<file path="config.mk">
export PLATFORM = sky130hd
export DESIGN_NAME = riscv_dmem_access
export DESIGN_NICKNAME = d
export VERILOG_FILES = /design/src/rtl/riscv_pkg.sv /design/src/rtl/riscv_load_ext.sv /design/src/rtl/riscv_dmem_access.sv
export SDC_FILE = /design/constraint.sdc
export NUM_CORES = 1
export LEC_CHECK = 0
export BUFFER_PORTS_ARGS = -buffer_cell sky130_fd_sc_hd__buf_2
export CORE_ASPECT_RATIO = 2
export CORE_MARGIN = 2
export CORE_UTILIZATION = 50
export DETAILED_ROUTE_END_ITERATION = 16
export PLACE_DENSITY = 0.79
export SLEW_MARGIN = 15
export SYNTH_ARGS = -nofsm -noshare
export SYNTH_HDL_FRONTEND = slang
export SYNTH_SLANG_ARGS = --single-unit
</file>
<file path="constraint.sdc">
create_clock -name clk -period 5.6 [get_ports clk]
set_clock_uncertainty 0.05 [all_clocks]
set_input_delay 0.84 -clock clk [delete_from_list [all_inputs] [get_ports clk]]
set_output_delay 0.84 -clock clk [all_outputs]
set_load 0.1 [all_outputs]
</file>
<file path="src/rtl/riscv_pkg.sv">
// Shared encodings for the data-memory path: load extension types, store
// byte-enable widths and the access FSM states.
package riscv_pkg;

  localparam logic [2:0] DMEXT_LB  = 3'b001;
  localparam logic [2:0] DMEXT_LH  = 3'b010;
  localparam logic [2:0] DMEXT_LW  = 3'b011;
  localparam logic [2:0] DMEXT_LBU = 3'b100;
  localparam logic [2:0] DMEXT_LHU = 3'b101;

  localparam logic [3:0] WRBE_SB = 4'b0001;
  localparam logic [3:0] WRBE_SH = 4'b0011;
  localparam logic [3:0] WRBE_SW = 4'b1111;

  typedef enum logic [1:0] {
    DM_IDLE = 2'd0,
    DM_REQ  = 2'd1,
    DM_DONE = 2'd2,
    DM_ERR  = 2'd3
  } dmem_state_t;

  // True when the request cannot go to the bus. An unrecognised store width
  // is rejected outright; an unrecognised load type is aligned like a word.
  function automatic logic dmem_misaligned(input logic       we,
                                           input logic [1:0] off,
                                           input logic [3:0] wrbe,
                                           input logic [2:0] extop);
    logic bad;
    bad = 1'b0;
    if (we) begin
      case (wrbe)
        WRBE_SB: bad = 1'b0;
        WRBE_SH: bad = off[0];
        WRBE_SW: bad = (off != 2'b00);
        default: bad = 1'b1;
      endcase
    end else begin
      case (extop)
        DMEXT_LB, DMEXT_LBU: bad = 1'b0;
        DMEXT_LH, DMEXT_LHU: bad = off[0];
        default:             bad = (off != 2'b00);
      endcase
    end
    return bad;
  endfunction

endpackage

</file>
<file path="src/rtl/riscv_load_ext.sv">
// Selects the addressed byte/halfword of a bus word and extends it to 32 bits.
module riscv_load_ext
  import riscv_pkg::*;
(
  input  logic [31:0] word,
  input  logic [1:0]  offset,
  input  logic [2:0]  DMEXTop,
  output logic [31:0] result
);

  logic [31:0] shifted;

  // Right-align the addressed lane, then extend by load type.
  always_comb begin
    shifted = word >> {offset, 3'b000};
    case (DMEXTop)
      DMEXT_LB:  result = {{24{shifted[7]}}, shifted[7:0]};
      DMEXT_LH:  result = {{16{shifted[15]}}, shifted[15:0]};
      DMEXT_LBU: result = {24'h0, shifted[7:0]};
      DMEXT_LHU: result = {16'h0, shifted[15:0]};
      default:   result = word;
    endcase
  end

endmodule

</file>
<file path="src/rtl/riscv_dmem_access.sv">
// Data-memory access sequencer between the control unit and a req/ack bus.
//
// state   | meaning
// --------+------------------------------------------------------------
// DM_IDLE | waiting for DMWr/DMRd; request fields are latched on accept
// DM_REQ  | bus_req high, waiting for bus_ack or the wait counter to expire
// DM_DONE | one-cycle done pulse, load data already registered
// DM_ERR  | one-cycle fault pulse (misaligned, bad width, or timeout)
//
// TIMEOUT must be at least 1; it is the number of REQ cycles allowed.
module riscv_dmem_access
  import riscv_pkg::*;
#(
  parameter logic [7:0] TIMEOUT = 8'd255
) (
  input  logic        clk,
  input  logic        rst,
  input  logic        DMWr,
  input  logic        DMRd,
  input  logic [31:0] addr,
  input  logic [31:0] wdata,
  input  logic [3:0]  WRbe,
  input  logic [2:0]  DMEXTop,
  output logic [31:0] rdata,
  output logic        busy,
  output logic        done,
  output logic        fault,
  output logic        bus_req,
  output logic        bus_we,
  output logic [31:0] bus_addr,
  output logic [3:0]  bus_be,
  output logic [31:0] bus_wdata,
  input  logic        bus_ack,
  input  logic [31:0] bus_rdata
);

  dmem_state_t state, state_nxt;

  logic        we_q;
  logic [31:0] addr_q;
  logic [31:0] wdata_q;
  logic [3:0]  wrbe_q;
  logic [2:0]  extop_q;
  logic [7:0]  wait_cnt;
  logic        req_any;
  logic        accept;
  logic [31:0] load_val;

  assign req_any = DMWr | DMRd;
  assign accept  = (state == DM_IDLE) & req_any;

  riscv_load_ext u_load_ext (
    .word    (bus_rdata),
    .offset  (addr_q[1:0]),
    .DMEXTop (extop_q),
    .result  (load_val)
  );

  // State register; reset drops straight back to idle, aborting any access.
  always_ff @(posedge clk or negedge rst) begin
    if (!rst) state <= DM_IDLE;
    else      state <= state_nxt;
  end

  // Next-state: DMWr takes priority when both requests are present.
  always_comb begin
    state_nxt = state;
    case (state)
      DM_IDLE: begin
        if (req_any) begin
          if (dmem_misaligned(DMWr, addr[1:0], WRbe, DMEXTop)) state_nxt = DM_ERR;
          else                                                 state_nxt = DM_REQ;
        end
      end
      DM_REQ: begin
        if (bus_ack)              state_nxt = DM_DONE;
        else if (wait_cnt == 8'd0) state_nxt = DM_ERR;
      end
      DM_DONE: state_nxt = DM_IDLE;
      DM_ERR:  state_nxt = DM_IDLE;
      default: state_nxt = DM_IDLE;
    endcase
  end

  // Request fields are captured once so bus outputs hold steady during REQ.
  always_ff @(posedge clk or negedge rst) begin
    if (!rst) begin
      we_q    <= 1'b0;
      addr_q  <= 32'h0;
      wdata_q <= 32'h0;
      wrbe_q  <= 4'h0;
      extop_q <= 3'h0;
    end else if (accept) begin
      we_q    <= DMWr;
      addr_q  <= addr;
      wdata_q <= wdata;
      wrbe_q  <= WRbe;
      extop_q <= DMEXTop;
    end
  end

  // Down-counter of remaining REQ cycles; zero with no ack means timeout.
  always_ff @(posedge clk or negedge rst) begin
    if (!rst)                                        wait_cnt <= 8'd0;
    else if (accept)                                 wait_cnt <= TIMEOUT - 8'd1;
    else if (state == DM_REQ && wait_cnt != 8'd0)    wait_cnt <= wait_cnt - 8'd1;
  end

  // Load result is registered on the ack edge and held until the next load.
  always_ff @(posedge clk or negedge rst) begin
    if (!rst)                                      rdata <= 32'h0;
    else if (state == DM_REQ && bus_ack && !we_q)  rdata <= load_val;
  end

  assign bus_req   = (state == DM_REQ);
  assign bus_we    = bus_req & we_q;
  assign bus_addr  = {addr_q[31:2], 2'b00};
  assign bus_be    = bus_req ? (we_q ? (wrbe_q << addr_q[1:0]) : 4'b1111) : 4'b0000;
  assign bus_wdata = wdata_q << {addr_q[1:0], 3'b000};
  assign done      = (state == DM_DONE);
  assign fault     = (state == DM_ERR);
  assign busy      = bus_req | ((state == DM_IDLE) & req_any & rst);

endmodule

</file>
Word-level counts from Yosys, hierarchy flattened

Index checks and enable logic that the tools add are counted.

Reduce and logical (&&, ||, !) cells: 13
Equal/unequal tests: 16
Shifts and indexed selects: 3
Muxes and demuxes: 15
Bitwise operators: 5
$add $sub $neg: 1

Operators by type and width:

| operator                                                                 | number |
|---|---|
| 32-bit case mux with 4 select lines                                      | 1 |
| 32-bit by 5-bit left shift with 32-bit output                            | 1 |
| 32-bit by 5-bit >> shifter with 16-bit output                            | 1 |
| 8-bit two-way mux                                                        | 2 |
| 3-bit equality test (second input constant)                              | 4 |
| 8-bit zero test                                                          | 1 |
| 2-bit two-way mux                                                        | 4 |
| 4-bit two-way mux                                                        | 2 |
| 8-bit nonzero test                                                       | 1 |
| 8-bit by 1-bit subtractor with 8-bit output (second input constant)      | 1 |
| 3-bit by 1-bit equality test with 1-bit output (second input constant)   | 2 |
| 3-bit by 2-bit equality test with 1-bit output (second input constant)   | 2 |
| 2-bit case mux with 3 select lines                                       | 1 |
| 2-bit OR reduction                                                       | 3 |
| 2-bit equality test (second input constant)                              | 2 |
| 4-bit by 1-bit equality test with 1-bit output (second input constant)   | 1 |
| 4-bit by 2-bit equality test with 1-bit output (second input constant)   | 1 |
| 4-bit equality test (second input constant)                              | 1 |
| 2-bit nonzero test                                                       | 2 |
| 4-bit by 2-bit left shift with 4-bit output                              | 1 |
| 1-bit bitwise AND                                                        | 3 |
| 1-bit logical AND                                                        | 3 |
| 1-bit two-way mux                                                        | 3 |
| 3-bit by 1-bit inequality test with 1-bit output (second input constant) | 1 |
| other kinds (8)                                                          | 9 |

Input bits: 108
Register bits after elaboration: 114
Word-level logic and storage cells: 61
Output and inout bits: 105

Depth between registers and ports, before layout

Word-level depth: 9
Gate-level depth with buffers: 8
Mapped depth without buffers: 6

Modules after synthesis

From an unflattened synthesis, not the netlist that was laid out.

Cells, all modules: 747
Area total of the unflattened synthesis: 6,533.8 um2

By module, submodules not included:

| module            | area an instance (um2) | instances | sequential area each (um2) | cells each |
|---|---|---|---|---|
| riscv_dmem_access | 5,388.9                | 1         | 2,852.7                    | 573 |
| riscv_load_ext    | 1,144.8                | 1         | 0.0                        | 174 |

Least setup slack after synthesis

No wires, ideal clock.

Path kind: reg2out
Start: register addr_q[1]
End: output bus_wdata[16]
Path buffers: 3
Data required time: 4.710 ns
Arrival: 3.284 ns
Stages on the path, launching flop included: 6
Setup slack: 1.426 ns
Path through: dfrtp_1 -> clkbuf_1 -> buf_2 -> buf_1 -> mux2i_1 -> o21ai_0

Longest elaborated chain between the ends: 1

RTL lines:

| element                                       | line                     | source |
|---|---|---|
| start, declared                               | riscv_dmem_access.sv:40  | `logic [31:0] addr_q;` |
| start signal, assigned                        | riscv_dmem_access.sv:95  | `addr_q <= addr;` |
| 32-bit by 5-bit left shift with 32-bit output | riscv_dmem_access.sv:119 | `assign bus_wdata = wdata_q << {addr_q[1:0], 3'b000};` |
| end, declared                                 | riscv_dmem_access.sv:32  | `output logic [31:0] bus_wdata,` |

Every way passes these cells.

Worst setup path in the final report

Start: register addr_q[0]
End: output bus_wdata[22]

Same word-level chain as after synthesis.

==> flow_metrics.env <==
export IMPL_cp_arrival_ns=2.96
export IMPL_r2r_start="addr_q[0]"
export IMPL_maxCapViolations=0
export IMPL_yosysWarnings=0
export IMPL_reg2reg_slack_ns=2.94
export IMPL_worstPathMaxFanout=53
export IMPL_htree_levels=4
export IMPL_drv_slew=0
export IMPL_yosys_cell_count_top_type="nand2_1"
export IMPL_wire_per_inst_um=16.26
export IMPL_whs_path_depth=2
export IMPL_area_growth_pct=24.76
export IMPL_vias=5478
export IMPL_async_reset_ff_frac=1.000
export IMPL_finalInstanceArea_um2=7420
export IMPL_cp_depth=5
export IMPL_end_kind="output port"
export IMPL_io_pins=213
export IMPL_syn_inst=705
export IMPL_fin_util=0.6379
export IMPL_hold_path_class="reg -> reg"
export IMPL_drive_gt1_frac=0.2947
export IMPL_wl_um=16650
export IMPL_slew_limit_headroom=0.3494
export IMPL_cpMaxStageDelayCell="dfrtp_2"
export IMPL_gp_congestion=0.8467
export IMPL_yosys_area_top_type="dfrtp_1"
export IMPL_rows=56
export IMPL_fin_tns_setup_ns=0
export IMPL_post_cts_buffers=0
export IMPL_coreArea_um2=11630
export IMPL_slowest_delay_ns=1.00
export IMPL_finalSetupViolCount=0
export IMPL_hold_viol=0
export IMPL_grt_overflow=0
export IMPL_drtIter0Drc=330
export IMPL_ctsLongestPathBuffers=2
export IMPL_clkTransAtPathRegs_ns=0.05
export IMPL_n_fill_cell=1041
export IMPL_cp_top_family="flip-flops"
export IMPL_path_buf_inv=2
export IMPL_min_to="wdata_q[30]"
export IMPL_clockRootBuffer="clkbuf_16"
export IMPL_min_period_over_period=0.6876
export IMPL_hold_start="wdata_q[30]"
export IMPL_die_height_um=158.2
export IMPL_synth_top_cells_by_area="dfrtp_1 (48%), nand2_1 (15%), mux2i_1 (4.9%)"
export IMPL_tritoncts_num_buffers=17
export IMPL_die_area_um2=12830
export IMPL_insertion_delay_ns=0.40
export IMPL_syn_avg_cell_area_um2=8.435
export IMPL_grt_max_degree=74
export IMPL_worst_slew_pin_slew_ns=0.9760
export IMPL_rsz0062_at_grt="no"
export IMPL_path_cells="nor2b_1 > buf_4 > nand2_1 > o21ai_0 > buf_2"
export IMPL_ys_flop_type="dfrtp_1"
export IMPL_status="completed"
export IMPL_ant_nets=0
export IMPL_ys_seq_elements=114
export IMPL_clock_sinks=114
export IMPL_grt_pass1_wl_um=25910
export IMPL_yosysTopAreaCellShare=0.4797
export IMPL_portBuffers=210
export IMPL_syn_cell_area_um2=5947
export IMPL_cts_resized_gates=0
export IMPL_grt_pass1_vias=5395
export IMPL_antenna_found_initial=0
export IMPL_timing_final_crit_period_ns=3.850
export IMPL_dpl_cell_area_um2=6824
export IMPL_fp_dieW_um=81.12
export IMPL_max_freq_mhz=259.7
export IMPL_ctsHoldBuffers=0
export IMPL_start_util=0.5113
export IMPL_num_nets_final=976
export IMPL_synth_enable_flop_cells=0
export IMPL_gr_usage_all_layers=0.2656
export IMPL_num_antenna_cells=0
export IMPL_reg2reg_depth=4
export IMPL_drc=0
export IMPL_start_kind="flip-flop"
export IMPL_vias_per_cell=5.350
export IMPL_r2r_end="rdata[24]"
export IMPL_synthTopCellsByCount="nand2_1 (242), dfrtp_1 (114), nor2_1 (50)"
export IMPL_required_ns=4.71
export IMPL_drtPass1Iterations=5
export IMPL_criticalPathCategory="reg -> out"
export IMPL_ys_seq_area_frac=0.4797
export IMPL_cts_tree="done"
export IMPL_dpl_hpwl_um=11960
export IMPL_synth_cell_types=50
worst max-delay path by stage:
stage	to	slack, ns	from
floorplan	bus_wdata[16]	1.43	addr_q[1]
global placement	bus_wdata[16]	2.21	addr_q[0]
detailed placement	bus_wdata[16]	2.18	addr_q[0]
CTS	bus_wdata[22]	1.74	addr_q[0]
global route	bus_wdata[18]	1.54	addr_q[0]
finish	bus_wdata[22]	1.75	addr_q[0]
sequential cells by signal, indices dropped and copies added (netlist names):
| name | count |
|---|---|
| addr_q | 32 |
| rdata | 32 |
| wdata_q | 32 |
| wait_cnt | 8 |
| wrbe_q | 4 |
| extop_q | 3 |
| state | 2 |
| we_q | 1 |
cell type report:
type / instances / area [µm²] / area share
Clock buffer: 19 / 432.9 / 0.05835
Tap cell: 145 / 181.4 / 0.02445
Sequential cell: 114 / 2855 / 0.3848
Timing Repair Buffer: 217 / 1106 / 0.1491
Clock inverter: 13 / 162.7 / 0.02192
Multi-Input combinational cell: 509 / 2655 / 0.3578
Inverter: 7 / 26.28 / 0.003541
worst min-delay path: stages (launching register included):
cell	delay (ns)
dfrtp_1	0.33
nand2_1	0.05
nand2_1	0.05
cell usage in the layout (no fill, tap or decap), drive strengths merged, types with 2 or more instances in the layout:
| cell | Yosys | routed |
|---|---|---|
| bufinv | 0 | 3 |
| nor2b | 12 | 12 |
| o2bb2ai | 12 | 12 |
| buf | 46 | 217 |
| o21ai | 31 | 31 |
| xnor2 | 2 | 2 |
| nand3b | 3 | 3 |
| inv | 7 | 7 |
| nand2b | 4 | 4 |
| clkinvlp | 0 | 3 |
| conb | 1 | 2 |
| and2 | 12 | 12 |
| o31ai | 2 | 2 |
| dfrtp | 114 | 114 |
| or2 | 2 | 2 |
| a21oi | 41 | 41 |
| a221oi | 6 | 6 |
| o22ai | 16 | 16 |
| clkbuf | 30 | 19 |
| mux2i | 29 | 29 |
| nand2 | 242 | 242 |
| nor3 | 2 | 2 |
| nor3b | 3 | 3 |
| nor2 | 50 | 50 |
| o211ai | 2 | 2 |
| a211oi | 9 | 9 |
| nand3 | 5 | 5 |
| a31oi | 3 | 3 |
| nor4 | 2 | 2 |
| nor4b | 2 | 2 |
| ha | 2 | 2 |
| clkinv | 0 | 7 |
metrics by stage:
| stage | worst slack [ns] | instances | hold WS, ns |
|---|---|---|---|
| after floorplan | 1.426 | 706 | 0.3879 |
| after global placement | 2.212 | 992 | 0.3993 |
| after detailed placement | 2.181 | 992 | 0.4043 |
| after CTS | 1.737 | 1024 | 0.4178 |
| after global routing | 1.539 | 1024 | 0.4380 |
| final | 1.750 | 1024 | 0.4123 |
metal layers:
layer | share of wire | GRT usage | vias up
met2 | 0.55 | 0.4679 | 249
li1 | - | - | 2636
met5 | 0 | 0 | -
met4 | 0.035 | 0.1469 | 0
met3 | 0.057 | 0.05245 | 48
met1 | 0.36 | 0.2908 | 2545
logic make-up (layout without fill, tap and decap cells):
family	Yosys count	in the layout	synth area share
DFF	114	114	0.4797
AOI/OAI and AO/OA	127	127	0.1365
other	1	2	0.0006306
adders and majority gates	2	2	0.004207
buffers and inverters	83	256	0.07616
xor gates and xnor gates	3	3	0.004419
and+or+nand+nor	344	344	0.2438
muxes	31	31	0.05449
Power is left out: the tool's default activity adds up to more than one toggle a clock period on the data nets, which glitch-free logic cannot reach.
